==> src/rtl/fp_pkg.sv <==
// Shared definitions for the iterative FP divider.
// Contents: divider FSM state enum, per-format exponent/mantissa widths and
// biases, iteration counts, canonical NaN / infinity / max-finite encodings,
// and a helper that places a sign bit for either format.
package fp_pkg;

  typedef enum logic [2:0] {
    IDLE,
    UNPACK,
    DIVIDE,
    ROUND,
    DONE
  } state_t;

  // Single precision (8/23)
  localparam int SP_EXP_W = 8;
  localparam int SP_MAN_W = 23;
  localparam int SP_BIAS  = 127;
  // Half precision (5/10)
  localparam int HP_EXP_W = 5;
  localparam int HP_MAN_W = 10;
  localparam int HP_BIAS  = 15;

  // Quotient bits: significand + guard + one extra for the normalise shift
  localparam int SP_ITER = 26;
  localparam int HP_ITER = 13;

  localparam logic [31:0] SP_QNAN = 32'h7FC0_0000;
  localparam logic [31:0] HP_QNAN = 32'h0000_7E00;
  localparam logic [31:0] SP_INF  = 32'h7F80_0000;
  localparam logic [31:0] HP_INF  = 32'h0000_7C00;
  localparam logic [31:0] SP_MAX  = 32'h7F7F_FFFF;
  localparam logic [31:0] HP_MAX  = 32'h0000_7BFF;

  // Sign bit in its format position (bit 31 single, bit 15 half)
  function automatic logic [31:0] sign_mask(input logic s, input logic fp);
    return fp ? {s, 31'b0} : {16'b0, s, 15'b0};
  endfunction

endpackage

==> src/rtl/fp_unpack.sv <==
// Combinational operand unpacker shared by both divider operands.
// Ports: word (packed operand, half in [15:0]), mode_fp (1 single, 0 half);
// sign, expo (biased exponent, zero-extended), sig (significand with hidden
// bit, left-aligned to bit 23 in both formats), is_zero / is_inf / is_nan.
// Subnormals report is_zero: the divider flushes them.
module fp_unpack
  import fp_pkg::*;
(
  input  logic [31:0] word,
  input  logic        mode_fp,
  output logic        sign,
  output logic [7:0]  expo,
  output logic [23:0] sig,
  output logic        is_zero,
  output logic        is_inf,
  output logic        is_nan
);

  logic exp_max;
  logic man_nz;

  always_comb begin
    // NOTE: every combinational output gets a default first so no path
    // through the block leaves a variable unassigned (that would infer a latch).
    sign    = 1'b0;
    expo    = '0;
    sig     = '0;
    exp_max = 1'b0;
    man_nz  = 1'b0;
    if (mode_fp) begin
      sign    = word[31];
      expo    = word[30:SP_MAN_W];
      sig     = {1'b1, word[SP_MAN_W-1:0]};
      exp_max = &word[30:SP_MAN_W];
      man_nz  = |word[SP_MAN_W-1:0];
    end else begin
      sign    = word[15];
      expo    = {3'b0, word[14:HP_MAN_W]};
      // Left-align so the divider datapath is identical for both formats
      sig     = {1'b1, word[HP_MAN_W-1:0], 13'b0};
      exp_max = &word[14:HP_MAN_W];
      man_nz  = |word[HP_MAN_W-1:0];
    end
  end

  assign is_zero = (expo == 8'd0);
  assign is_inf  = exp_max & ~man_nz;
  assign is_nan  = exp_max & man_nz;

endmodule

==> src/rtl/fdiv_iter.sv <==
// Multi-cycle IEEE-754 divider (single or half precision), op_a / op_b,
// restoring radix-2, one quotient bit per cycle, start/done handshake.
// Ports: clk, rst (sync active-high), start, op_a, op_b, round_mode
// (0 RNE, 1 truncate), mode_fp (1 single, 0 half); busy, done (1-cycle
// pulse), result, div_by_zero, invalid (all registered, held until next done).
module fdiv_iter
  import fp_pkg::*;
(
  input  logic        clk,
  input  logic        rst,
  input  logic        start,
  input  logic [31:0] op_a,
  input  logic [31:0] op_b,
  input  logic        round_mode,
  input  logic        mode_fp,
  output logic        busy,
  output logic        done,
  output logic [31:0] result,
  output logic        div_by_zero,
  output logic        invalid
);

  state_t             state;
  logic [31:0]        a_reg, b_reg;
  logic               rm_reg, fp_reg;
  logic [24:0]        rem;       // partial remainder, < 2*divisor
  logic [23:0]        dvs;       // divisor significand
  logic [25:0]        q;         // quotient bits, LSB-first shift-in
  logic [4:0]         cnt;
  logic signed [9:0]  exp_q;     // ea - eb + bias, before normalisation
  logic               sign_q;
  logic               sp_q, sp_dz_q, sp_inv_q;
  logic [31:0]        sp_res_q;

  logic        sa, sb, za, zb, ia, ib, na, nb;
  logic [7:0]  ea, eb;
  logic [23:0] ga, gb;

  fp_unpack u_unpack_a (
    .word(a_reg), .mode_fp(fp_reg), .sign(sa), .expo(ea), .sig(ga),
    .is_zero(za), .is_inf(ia), .is_nan(na)
  );

  fp_unpack u_unpack_b (
    .word(b_reg), .mode_fp(fp_reg), .sign(sb), .expo(eb), .sig(gb),
    .is_zero(zb), .is_inf(ib), .is_nan(nb)
  );

  // Special-case classification, consumed in UNPACK
  logic        sp_n, sp_dz_n, sp_inv_n;
  logic [31:0] sp_res_n;

  always_comb begin
    sp_n     = 1'b1;
    sp_dz_n  = 1'b0;
    sp_inv_n = 1'b0;
    sp_res_n = sign_mask(sa ^ sb, fp_reg);
    if (na | nb | (za & zb) | (ia & ib)) begin
      sp_res_n = fp_reg ? SP_QNAN : HP_QNAN;
      sp_inv_n = 1'b1;
    end else if (zb & ~ia) begin
      sp_res_n = sp_res_n | (fp_reg ? SP_INF : HP_INF);
      sp_dz_n  = 1'b1;
    end else if (ia) begin
      sp_res_n = sp_res_n | (fp_reg ? SP_INF : HP_INF);
    end else if (!(za | ib)) begin
      sp_n = 1'b0;   // za | ib leave the signed zero already in sp_res_n
    end
  end

  // Normalise, round and pack the iterative quotient
  logic              msb, guard, sticky, round_up, carry;
  logic [23:0]       mant;
  logic [22:0]       frac_r;
  logic signed [9:0] exp_f;
  logic [31:0]       norm_res;

  always_comb begin
    msb  = fp_reg ? q[25] : q[12];
    mant = '0;
    if (fp_reg) mant = msb ? q[25:2] : q[24:1];
    else        mant = {13'b0, (msb ? q[12:2] : q[11:1])};
    // Guard sits at the same quotient position in both formats
    guard    = msb ? q[1] : q[0];
    sticky   = (msb & q[0]) | (rem != '0);
    round_up = ~rm_reg & guard & (sticky | mant[0]);
    // An all-ones significand rounding up carries into the exponent; the
    // wrapped fraction is then correctly zero.
    carry    = round_up & (fp_reg ? &mant[23:0] : &mant[10:0]);
    frac_r   = mant[22:0] + {22'b0, round_up};
    exp_f    = exp_q - (msb ? 10'sd0 : 10'sd1) + (carry ? 10'sd1 : 10'sd0);
    norm_res = sign_mask(sign_q, fp_reg);
    if (exp_f >= (fp_reg ? 10'sd255 : 10'sd31))
      norm_res = norm_res | (rm_reg ? (fp_reg ? SP_MAX : HP_MAX)
                                    : (fp_reg ? SP_INF : HP_INF));
    else if (exp_f >= 10'sd1)
      norm_res = fp_reg ? {sign_q, exp_f[7:0], frac_r}
                        : {16'b0, sign_q, exp_f[4:0], frac_r[9:0]};
    // else: underflow, no subnormal outputs -> signed zero as preset
  end

  // NOTE: sequential state uses non-blocking assignments only, so every
  // register samples pre-edge values regardless of statement order.
  always_ff @(posedge clk) begin
    if (rst) begin
      // NOTE: only control and visible outputs are reset; the datapath
      // registers are always loaded before use, so resetting them buys nothing.
      state       <= IDLE;
      busy        <= 1'b0;
      done        <= 1'b0;
      result      <= '0;
      div_by_zero <= 1'b0;
      invalid     <= 1'b0;
    end else begin
      case (state)
        IDLE: begin
          if (start) begin
            a_reg  <= op_a;
            b_reg  <= op_b;
            rm_reg <= round_mode;
            fp_reg <= mode_fp;
            busy   <= 1'b1;
            state  <= UNPACK;
          end
        end
        UNPACK: begin
          sign_q   <= sa ^ sb;
          exp_q    <= $signed({2'b00, ea}) - $signed({2'b00, eb})
                      + (fp_reg ? 10'(SP_BIAS) : 10'(HP_BIAS));
          rem      <= {1'b0, ga};
          dvs      <= gb;
          q        <= '0;
          cnt      <= fp_reg ? 5'(SP_ITER - 1) : 5'(HP_ITER - 1);
          sp_q     <= sp_n;
          sp_dz_q  <= sp_dz_n;
          sp_inv_q <= sp_inv_n;
          sp_res_q <= sp_res_n;
          state    <= sp_n ? ROUND : DIVIDE;
        end
        DIVIDE: begin
          if (rem >= {1'b0, dvs}) begin
            q   <= {q[24:0], 1'b1};
            rem <= (rem - {1'b0, dvs}) << 1;
          end else begin
            q   <= {q[24:0], 1'b0};
            rem <= rem << 1;
          end
          cnt <= cnt - 5'd1;
          if (cnt == 5'd0) state <= ROUND;
        end
        ROUND: begin
          result      <= sp_q ? sp_res_q : norm_res;
          div_by_zero <= sp_q & sp_dz_q;
          invalid     <= sp_q & sp_inv_q;
          done        <= 1'b1;
          state       <= DONE;
        end
        DONE: begin
          done  <= 1'b0;
          busy  <= 1'b0;
          state <= IDLE;
        end
        default: state <= IDLE;
      endcase
    end
  end

endmodule

==> config.mk <==
export PLATFORM = sky130hd
export DESIGN_NAME = fdiv_iter
export DESIGN_NICKNAME = d
export VERILOG_FILES = /design/src/rtl/fp_pkg.sv /design/src/rtl/fp_unpack.sv /design/src/rtl/fdiv_iter.sv
export SDC_FILE = /design/constraint.sdc
export NUM_CORES = 1
export LEC_CHECK = 0
export ABC_AREA = 1
export BUFFER_PORTS_ARGS = -buffer_cell sky130_fd_sc_hd__clkbuf_2
export CAP_MARGIN = 10
export CORE_AREA = 2 2 152 154
export DETAILED_ROUTE_END_ITERATION = 8
export DIE_AREA = 0 0 154 156
export GPL_ROUTABILITY_DRIVEN = 1
export GPL_TIMING_DRIVEN = 0
export HOLD_SLACK_MARGIN = 0.15
export PLACE_DENSITY = 0.76
export SETUP_SLACK_MARGIN = 0.2
export SYNTH_ARGS = -nofsm -noshare
export SYNTH_HDL_FRONTEND = slang
export SYNTH_HIERARCHICAL = 1
export SYNTH_SLANG_ARGS = --single-unit
==> constraint.sdc <==
create_clock -name clk -period 12.8 [get_ports clk]
set_clock_uncertainty 0.05 [all_clocks]
set_input_delay 0.64 -clock clk [delete_from_list [all_inputs] [get_ports clk]]
set_output_delay 0.64 -clock clk [all_outputs]
set_load 0.01 [all_outputs]
==> Word level (Yosys, flattened, before mapping) <==
Index checks and enable logic that the tools add are counted.
Widths: inputs -> output; s select.
{ "classes": {"n_bitwise": 27, "addsub": 7, "div_mod_pow": 0, "n_reduce_logical": 23, "n_shift": 0, "order_cmp": 3, "mul": 0, "n_eq_ne": 6, "n_mux": 52} }
{ "op_table": {"columns": ["op", "n"], "rows": [
  ["$mux 32", 9],
  ["$mux 31", 4],
  ["$pmux 26 s2", 1],
  ["$pmux 25 s2", 1],
  ["$mux 24", 2],
  ["$mux 23", 2],
  ["$reduce_or 23->1", 2],
  ["$or 32x31->32", 1],
  ["$or 32x32->32", 1],
  ["$ge 25x24->1", 1],
  ["$mux 25", 1],
  ["$reduce_bool 25->1", 1],
  ["$mux 8", 3],
  ["$reduce_and 24->1", 1],
  ["$sub 24x24->24", 1],
  ["$add 23x1->23", 1],
  ["$mux 1", 20],
  ["$reduce_or 10->1", 2],
  ["$logic_not 8->1", 2],
  ["$reduce_and 8->1", 2],
  ["$and 1x1->1", 13],
  ["$pmux 3 s4", 1],
  ["$mux 11", 1],
  ["$reduce_and 11->1", 1],
  ["other kinds (25)", 44]
]} }
{ "word_totals": {"in_bits": 69, "n_memories": 0, "out_inout_bits": 36, "reg_bits": 231, "word_cells": 139, "mem_bits_ro": 0, "ramBits": 0, "latch_bits": 0} }

==> Longest topological paths before layout <==
Gate-level depths: netlist (run 1).
{ "logic_depth": {"word_depth": 12, "ltp_mapped": 37, "mapped_depth_nobuf": 35} }

==> By module <==
Netlist (run 1), hierarchy kept.
{ "by_module_without_submodules": {"columns": ["mod", "instances", "seq_area_each_um2", "area_per_inst_um2", "cells_each"], "rows": [
  ["fdiv_iter", 1, 5765.5, 11496.0, 1319],
  ["fp_unpack", 2, 0.0, 526.8, 125]
]} }

==> Least setup slack after synthesis (run 1) <==
No wires, ideal clock.
{ "synth_path": {"path_type": "register to register", "from": "reg fp_reg", "to": "reg result[18]", "period_less_slack_ps": 4737, "path_slack_ps": 8063, "required_ps": 12618, "arrival_ps": 4555, "path_buffers": 3, "setup_ps": 132, "path_stages_with_launch": 34, "cell_sequence": "edfxtp_1 > buf_6 > inv_4 > nand2_2 > nand2_4 > buf_4 > nand2_1 > o21ai_0 > nor2_2 > nand2_1 > nor3_1 > nand4_1 > o21ai_0 > o2111ai_1 > ha_1 > inv_1 > ha_1 > fa_1 > nand3_1 > nand3_1 > nand3_1 > nand2_1 > nand2_1 > nand2_1 > ha_1 > nand2_1 > nand2_1 > nand2_1 > nand3_1 > nand2_2 > clkbuf_1 > nand2_1 > nand2_1 > a21oi_2"} }
{ "synth_via": {"elab_chain_cells": 12, "word_cells_on_any_way": 29, "classes_between": "add/sub (3); order compare (2); mux (15); bitwise (7); reduce/logical (2)"} }
{ "synth_lines": {"columns": ["element", "line", "rtl"], "rows": [
  ["from (decl)", "fdiv_iter.sv:25", "logic rm_reg, fp_reg;"],
  ["from (signal assigned)", "fdiv_iter.sv:121", "fp_reg <= mode_fp;"],
  ["$mux 1", "fdiv_iter.sv:79", "msb = fp_reg ? q[25] : q[12];"],
  ["$mux 11 (tied with other cells)", "fdiv_iter.sv:82", "else mant = {13'b0, (msb ? q[12:2] : q[11:1])};"],
  ["$mux 24 / $or 1x1->1 (equally long branches)", "fdiv_iter.sv:81, fdiv_iter.sv:85", null],
  ["$reduce_and 24->1 (tied with other cells)", "fdiv_iter.sv:89", "carry = round_up & (fp_reg ? &mant[23:0] : &mant[10:0]);"],
  ["$mux 1 / $and 1x1->1 (equally long branches)", "fdiv_iter.sv:89, fdiv_iter.sv:86", null],
  ["$and 1x1->1", "fdiv_iter.sv:89", null],
  ["$mux 1", "fdiv_iter.sv:91", "exp_f = exp_q - (msb ? 10'sd0 : 10'sd1) + (carry ? 10'sd1 : 10'sd0);"],
  ["$add 10x2->10", "fdiv_iter.sv:91", null],
  ["$ge 10x2->1", "fdiv_iter.sv:96", "else if (exp_f >= 10'sd1)"],
  ["$mux 32", "fdiv_iter.sv:96", null],
  ["$mux 32 *", "fdiv_iter.sv:93", "if (exp_f >= (fp_reg ? 10'sd255 : 10'sd31))"],
  ["$mux 32 *", "fdiv_iter.sv:152", "result <= sp_q ? sp_res_q : norm_res;"],
  ["to (signal assigned)", "fdiv_iter.sv:152", null],
  ["to (decl)", "fdiv_iter.sv:18", "output logic [31:0] result,"]
]} }
Every way passes the cells marked *; elsewhere a longest branch is shown, timed or not.
A chain may end at the register's enable or synchronous reset.

==> Final worst setup path (run 1) <==
{ "layout_path": {"from": "reg fp_reg", "to": "reg result[8]"} }
Same word-level chain as after synthesis.

==> implementation parameters, run 1 <==
Parameter                              Value

STA
  Unrepaired setup endpoints after global routing    no
  Number of slew-limit violations in the final report    0
  Number of failing hold endpoints at the final stage    0
  Final setup TNS    0 ns
  Total setup violations reported at the end of the flow    0
  Max transition margin    32.2%
  Worst Max-Slew Pin Slew    1.01 ns
  Smallest setup slack after layout    6.70 ns
  Final Critical Period    6.10 ns
  Max Freq    164 MHz
  Period utilisation layout    47.6%

Critical path
  Critical path class    flip-flop to flip-flop
  Cell seen most often among critical-path stages    nand2_1
  Setup slack of the most critical reg-to-reg path    6.70 ns
  Required time worst endpoint    13.12 ns
  Critical path data arrival time    6.42 ns
  Slowest cell on the critical path    edfxtp_1
  Highest fanout seen on the critical path    18
  Sort of element at the end of the critical path    flip-flop
  Kind of start point of the critical path    flip-flop
  Biggest cell delay along the critical path    0.95 ns

Global route
  Global-route wire length before repair    51.1 mm
  Initial antenna violation count    0
  Final global-route overflow total    0
  All-layer global routing usage    26.5%
  Pin count of the biggest net entering global routing    31
  Number of global-route vias before repair    10200

Yosys
  Average cell area after synthesis    8.00 µm²
  Count of yosys warnings during synthesis    6
  Yosys top cell by area    edfxtp_1
  Post-synthesis cell area    12500 µm²
  Seq/Total Area, Yosys    45.9%
  Net Count, Synth    1700
  Portion of synthesized cell area occupied by the leading cell type    39.7%
  Post-synth ARST share    0%
  Leading cell types by total area after synthesis    edfxtp_1, nand2_1, inv_1, dfxtp_1, ha_1
  Cells after Synth    1569
  Number of enable-type register cells in the synthesized netlist    166
  Main synth FF type    edfxtp_1
  Register bit count reported by yosys    205
  Distinct cell type count of the synthesized netlist    49

Finish
  Final standard cell count with taps included and fillers excluded    1998
  Final #Nets    1832
  Fill cell count    1905
  Diodes inserted    0
  Ratio of cells with drive above 1 in the final layout    12.8%
  Cell area after layout    14300 µm²
  Area grow syn2layout    13.7%

CTS
  Cts repair resizes    0
  CTS max path bufs    3
  Cts hold-fix bufs    0
  Number of CTS-inserted buffers    23
  Clock root buffer    clkbuf_16
  Post-CTS setup-driven buffer insertion count    0
  Clk_lat worst skew    0.52 ns
  CTS tree    yes
  Number of sinks driven by the clock tree    205
  Htree depth    1
  Reg clk slew, reported paths    0.06 ns

Flow run
  Max-capacitance violation count    0

Place
  HPWL after detailed placement    24.8 mm
  Port Buf Inserts    103
  Worst slack at placement    6.76 ns
  Cell count after placement    1961
  Final weighted congestion in routability-driven placement    0.935
  Placed instance area    13600 µm²

Power and ir drop
  Power density over cell area    149 nW/µm²
  Leakage power summed over all cells    6.60 nW
  Maximum vdd ir drop    0.000123 V
  Power consumption    2.13 mW

Detailed routing
  Vias    10900
  Drt via density    5.46
  Wire length per cell after detailed routing    15.9 µm
  Final ANT Viol Nets    0
  Count of routing violations after the opening detailed-route iteration    932
  Detailed Route WL    31.7 mm
  Remaining routing DRC violations    0
  Number of detailed-route iterations in the first pass    6

Die
  Total number of placement rows    55
  Core Region    22400 µm²
  Die Y    156 µm
  I/O pin count    105
  Effective utilization at floorplan    56.1%
  Die area    24000 µm²
  Width of the die    154 µm

Hold path
  Tightest Hold Check Type    input pin to flip-flop

Status
  Outcome    finished clean
==> cell usage in the layout (no fill, tap or decap), drive strengths merged <==
master      n
xnor2      15
nand2     427
o2111ai     2
o21ai     109
nand4      17
nand3      69
nor3       17
o211ai      9
a31oi       9
o311ai      1
clkbuf    152
nor2      160
o41ai       1
o21a        3
fa          3
or2         3
a21o        8
ha         59
nor3b       3
a211oi      1
buf        27
clkinvlp    1
a21oi     109
edfxtp    166
o21bai      4
bufinv      3
clkinv      7
dfxtp      39
inv       240
xor2       31
conb        2
nor4       10
a22oi       2
nand3b      4
==> final timing paths <==
check                              start                      to  cells after the start
hold reg to reg   result[6]$_SDFFE_PP0P_  result[6]$_SDFFE_PP0P_                      2
setup / recovery        fp_reg$_DFFE_PP_  result[8]$_SDFFE_PP0P_                     33
hold / removal                   op_b[9]      b_reg[9]$_DFFE_PP_                      1
setup reg to reg        fp_reg$_DFFE_PP_  result[8]$_SDFFE_PP0P_                     33
==> Yosys cell counts (18+ instances only) <==
cell	number
o21ai_0	80
xor2_1	30
dfxtp_1	39
nand2_1	419
edfxtp_1	166
o21ai_1	18
nor2_1	146
a21oi_1	100
clkbuf_1	22
nand3_1	67
inv_1	228
ha_1	59
==> final cells by class <==
class	count	area [µm²]	share of cell area [%]
plain buffers	45	234	1.64
clock buffers	27	591	4.14
clock inverters	10	130	0.912
inverters	241	907	6.36
multi-input cells	1078	5670	39.7
flip-flops and latches	205	5770	40.4
well taps	285	357	2.50
repair buffers	107	618	4.33
==> report_power, final <==
group	internal, mW	leakage [nW]	switching (mW)	total [mW]
Clock	0.387	0.352	0.255	0.642
Combinational	0.212	4.39	0.430	0.642
Sequential	0.805	1.86	0.0378	0.843
Total	1.40	6.60	0.723	2.13
==> through the flow <==
stage	utilization, %	hold slack (ns)
6_report	63.8	0.245
5_1_grt	63.8	0.240
4_1_cts	63.8	0.233
3_5_place_dp	60.6	0.404
3_3_place_gp	60.0	0.401
2_1_floorplan	-	0.409
==> per-layer routing <==
metal,share of wire [%],global-route usage (%),vias up
met5,0,0,-
met4,2.0,6.94,0
met3,7.2,3.42,48
met2,46,44.3,399
met1,45,36.6,5058
li1,-,-,5400
==> critical path: cells and delay by family, from the launching register on <==
family	cells	cell delay, ns
flops	1	0.95
buf+inv	5	0.93
fa+ha+maj	4	1.31
compound gates	5	0.72
simple gates	19	2.00
==> logic make-up (layout without fill, tap and decap cells) <==
logic type / count (synthesis) / count (layout) / synth area share, %
and+or+nand+nor: 710 / 710 / 23.6
adders and majority gates: 62 / 62 / 6.36
AOI/OAI and AO/OA: 258 / 258 / 11.7
buffers and inverters: 286 / 430 / 9.09
other: 2 / 2 / 0.0598
DFF: 205 / 205 / 45.9
xor gates and xnor gates: 46 / 46 / 3.27
Power figures use the tool's default switching activity.
==> inputs of run 2 (changes only) <==
Settings changed: ABC_AREA 1 to 0, CORE_AREA 2 2 152 154 to 2 2 148 150, DIE_AREA 0 0 154 156 to 0 0 150 152.
Clock period 12.8 ns to 6.4 ns, I/O delays scaled along.
==> implementation parameters, run 2 <==
Parameter                              Value

Place
  HPWL after detailed placement    22.9 mm
  Final weighted congestion in routability-driven placement    0.918
  Cell count after placement    1558
  Port Buf Inserts    103

Detailed routing
  Remaining routing DRC violations    0
  Wire length per cell after detailed routing    19.8 µm
  Vias    9914
  Drt via density    5.94
  Number of detailed-route iterations in the first pass    5
  Final ANT Viol Nets    0
  Count of routing violations after the opening detailed-route iteration    818
  Detailed Route WL    33.1 mm

CTS
  Htree depth    1
  Reg clk slew, reported paths    0.06 ns
  CTS max path bufs    3
  Clock root buffer    clkbuf_16
  Number of sinks driven by the clock tree    205
  CTS tree    yes
  Number of CTS-inserted buffers    24
  Clk_lat worst skew    0.52 ns

Die
  Total number of placement rows    54
  Die Y    152 µm
  Die area    22800 µm²
  I/O pin count    105
  Core Region    21400 µm²
  Width of the die    150 µm
  Effective utilization at floorplan    55.9%

Hold path
  Tightest Hold Check Type    input pin to flip-flop

Critical path
  Kind of start point of the critical path    flip-flop
  Crit path max-delay family    compound AO/OA/AOI/OAI gates
  Sum of buffers and inverters on the critical path    5
  Critical path data arrival time    6.08 ns
  Cell breakdown of the critical path    buf_2 -> mux2_2 -> inv_1 -> clkbuf_2 -> nor2_1 -> nor4_1 -> nand3_1 -> ha_1 -> inv_1 -> ha_1 -> fa_1 -> a21oi_1 -> o21ai_0 -> a21oi_1 -> xnor2_1 -> ha_1 -> o21a_1 -> a221o_1 -> and2_4 -> buf_6 -> a21boi_0 -> a21oi_1
  Critical path class    flip-flop to flip-flop
  Required time worst endpoint    6.73 ns
  Slowest cell on the critical path    edfxtp_1
  Highest fanout seen on the critical path    10
  Biggest cell delay along the critical path    0.47 ns
  Sort of element at the end of the critical path    flip-flop

Yosys
  Number of enable-type register cells in the synthesized netlist    166
  Count of yosys warnings during synthesis    6
  Distinct cell type count of the synthesized netlist    76
  Net Count, Synth    1290
  Yosys top cell by area    edfxtp_1
  Portion of synthesized cell area occupied by the leading cell type    41.8%
  Seq/Total Area, Yosys    48.3%
  Leading cell types by total area after synthesis    edfxtp_1, dfxtp_1, ha_1, and2_1, nand2_1
  Most instantiated cells after synthesis    edfxtp_1, nand2_1, nor2_1, a21oi_1, inv_1
  Main synth FF type    edfxtp_1
  Average cell area after synthesis    10.3 µm²
  Post-synth ARST share    0%
  Post-synthesis cell area    11900 µm²
  Leading cell type by number of instances after synthesis    edfxtp_1
  Cells after Synth    1159
  Register bit count reported by yosys    205

Finish
  Most common cell after layout, fill and taps aside    edfxtp_1
  Final standard cell count with taps included and fillers excluded    1670
  Final #Nets    1504
  Area grow syn2layout    21.7%
  Sequential cell area    5770 µm²
  Area of the multi-input gates    5690 µm²
  Ratio of cells with drive above 1 in the final layout    16.0%
  Fill cell count    1609
  Diodes inserted    0
  Most used cells in the layout excluding fill and tap cells    edfxtp_1, clkbuf_2, nand2_1, nor2_1

STA
  Max transition margin    35.2%
  Final setup TNS    0 ns
  Final Critical Period    5.75 ns
  Unrepaired setup endpoints after global routing    no
  Worst Max-Slew Pin Slew    0.970 ns
  Max Freq    174 MHz
  Total setup violations reported at the end of the flow    0
  Period utilisation layout    89.8%
  Number of slew-limit violations in the final report    0
  Number of failing hold endpoints at the final stage    0
  Worst hold-check slack    0.220 ns

Global route
  Pin count of the biggest net entering global routing    15
  Number of global-route vias before repair    9698
  Initial antenna violation count    0
  Final global-route overflow total    0
  All-layer global routing usage    29.0%
  Global-route wire length before repair    52.1 mm

Power and ir drop
  Maximum vdd ir drop    0.000302 V
  Power consumption    5.37 mW
  Power density over cell area    370 nW/µm²
  Leakage power summed over all cells    5.76 nW

Flow run
  Max-capacitance violation count    0

Status
  Outcome    finished clean
-- run 2: changes by cell type after synthesis, sizes merged, moves of 11 or more --
cell	delta
nand2	-331
inv	-173
nor2	-78
and2	+66
o21ai	-43
a21oi	-42
mux2	+35
nand3	-34
mux2i	+23
a211oi	+18
xnor2	+16
and3	+15
clkbuf	+11
-- run 2: power by group --
group,total [mW],switching (mW),leakage [nW],internal (mW)
combinational,2.00,1.18,3.49,0.812
sequential,1.89,0.160,1.86,1.73
clock,1.48,0.550,0.417,0.932
total,5.37,1.89,5.76,3.48
-- run 2: final timing paths --
check,end,depth (start not counted),start,slack (ns)
min,state[0]$_SDFFE_PP0P_,2,rst,0.22
max reg2reg,result[14]$_SDFFE_PP0P_,22,fp_reg$_DFFE_PP_,0.65
max,result[14]$_SDFFE_PP0P_,22,fp_reg$_DFFE_PP_,0.65
min reg2reg,div_by_zero$_SDFFE_PP0P_,2,div_by_zero$_SDFFE_PP0P_,0.40
-- run 2: logic make-up (layout without fill, tap and decap cells) --
group | Yosys count | after routing | synth area share (%)
flops | 205 | 205 | 48.3
buf+inv | 117 | 348 | 4.17
simple gates | 394 | 394 | 16.8
mux | 58 | 58 | 5.36
fa+ha+maj | 62 | 62 | 6.69
other cells | 2 | 2 | 0.0629
compound gates | 260 | 260 | 14.0
xor+xnor | 61 | 61 | 4.54
-- run 2: final cells by class --
type                            instances  share of cell area [%]
Multi-Input combinational cell        837                    39.2
Timing Repair Buffer                  188                    9.41
Sequential cell                       205                    39.7
Buffer                                 50                    1.70
Clock inverter                         10                    1.03
Inverter                               67                    1.73
Clock buffer                           33                    4.87
Tap cell                              280                    2.41
-- run 2: through the flow --
step	setup WS (ns)	util [%]	cell area, µm²
after floorplan	0.496	-	11900
after global placement	-1.61	60.0	12800
after detailed placement	0.121	60.8	13000
after CTS	0.543	68.0	14500
after global routing	0.266	68.1	14500
final	0.652	68.1	14500
-- run 2: layer usage --
metal	up-vias	global-route usage, %	part of all wire, %
met4	0	9.12	3.1
li1	4682	-	-
met2	442	47.6	47
met1	4720	40.0	42
met5	-	0	0
met3	70	3.87	7.9
-- run 2: what timing repair did --
action	4_1_cts	5_1_grt
hold buffers	67	0
gates resized for setup	0	2
endpoints found under the hold margin	67	0
setup endpoints to repair	16	10
buffers inserted	1	0
-- run 2: worst register-to-register path: stages (launching register included) --
cell	delay, ns
edfxtp_1	0.47
buf_2	0.26
mux2_2	0.43
inv_1	0.11
clkbuf_2	0.24
nor2_1	0.06
nor4_1	0.36
nand3_1	0.16
ha_1	0.34
inv_1	0.06
ha_1	0.22
fa_1	0.43
a21oi_1	0.20
o21ai_0	0.11
a21oi_1	0.18
xnor2_1	0.22
ha_1	0.30
o21a_1	0.17
a221o_1	0.45
and2_4	0.19
buf_6	0.14
a21boi_0	0.36
a21oi_1	0.12
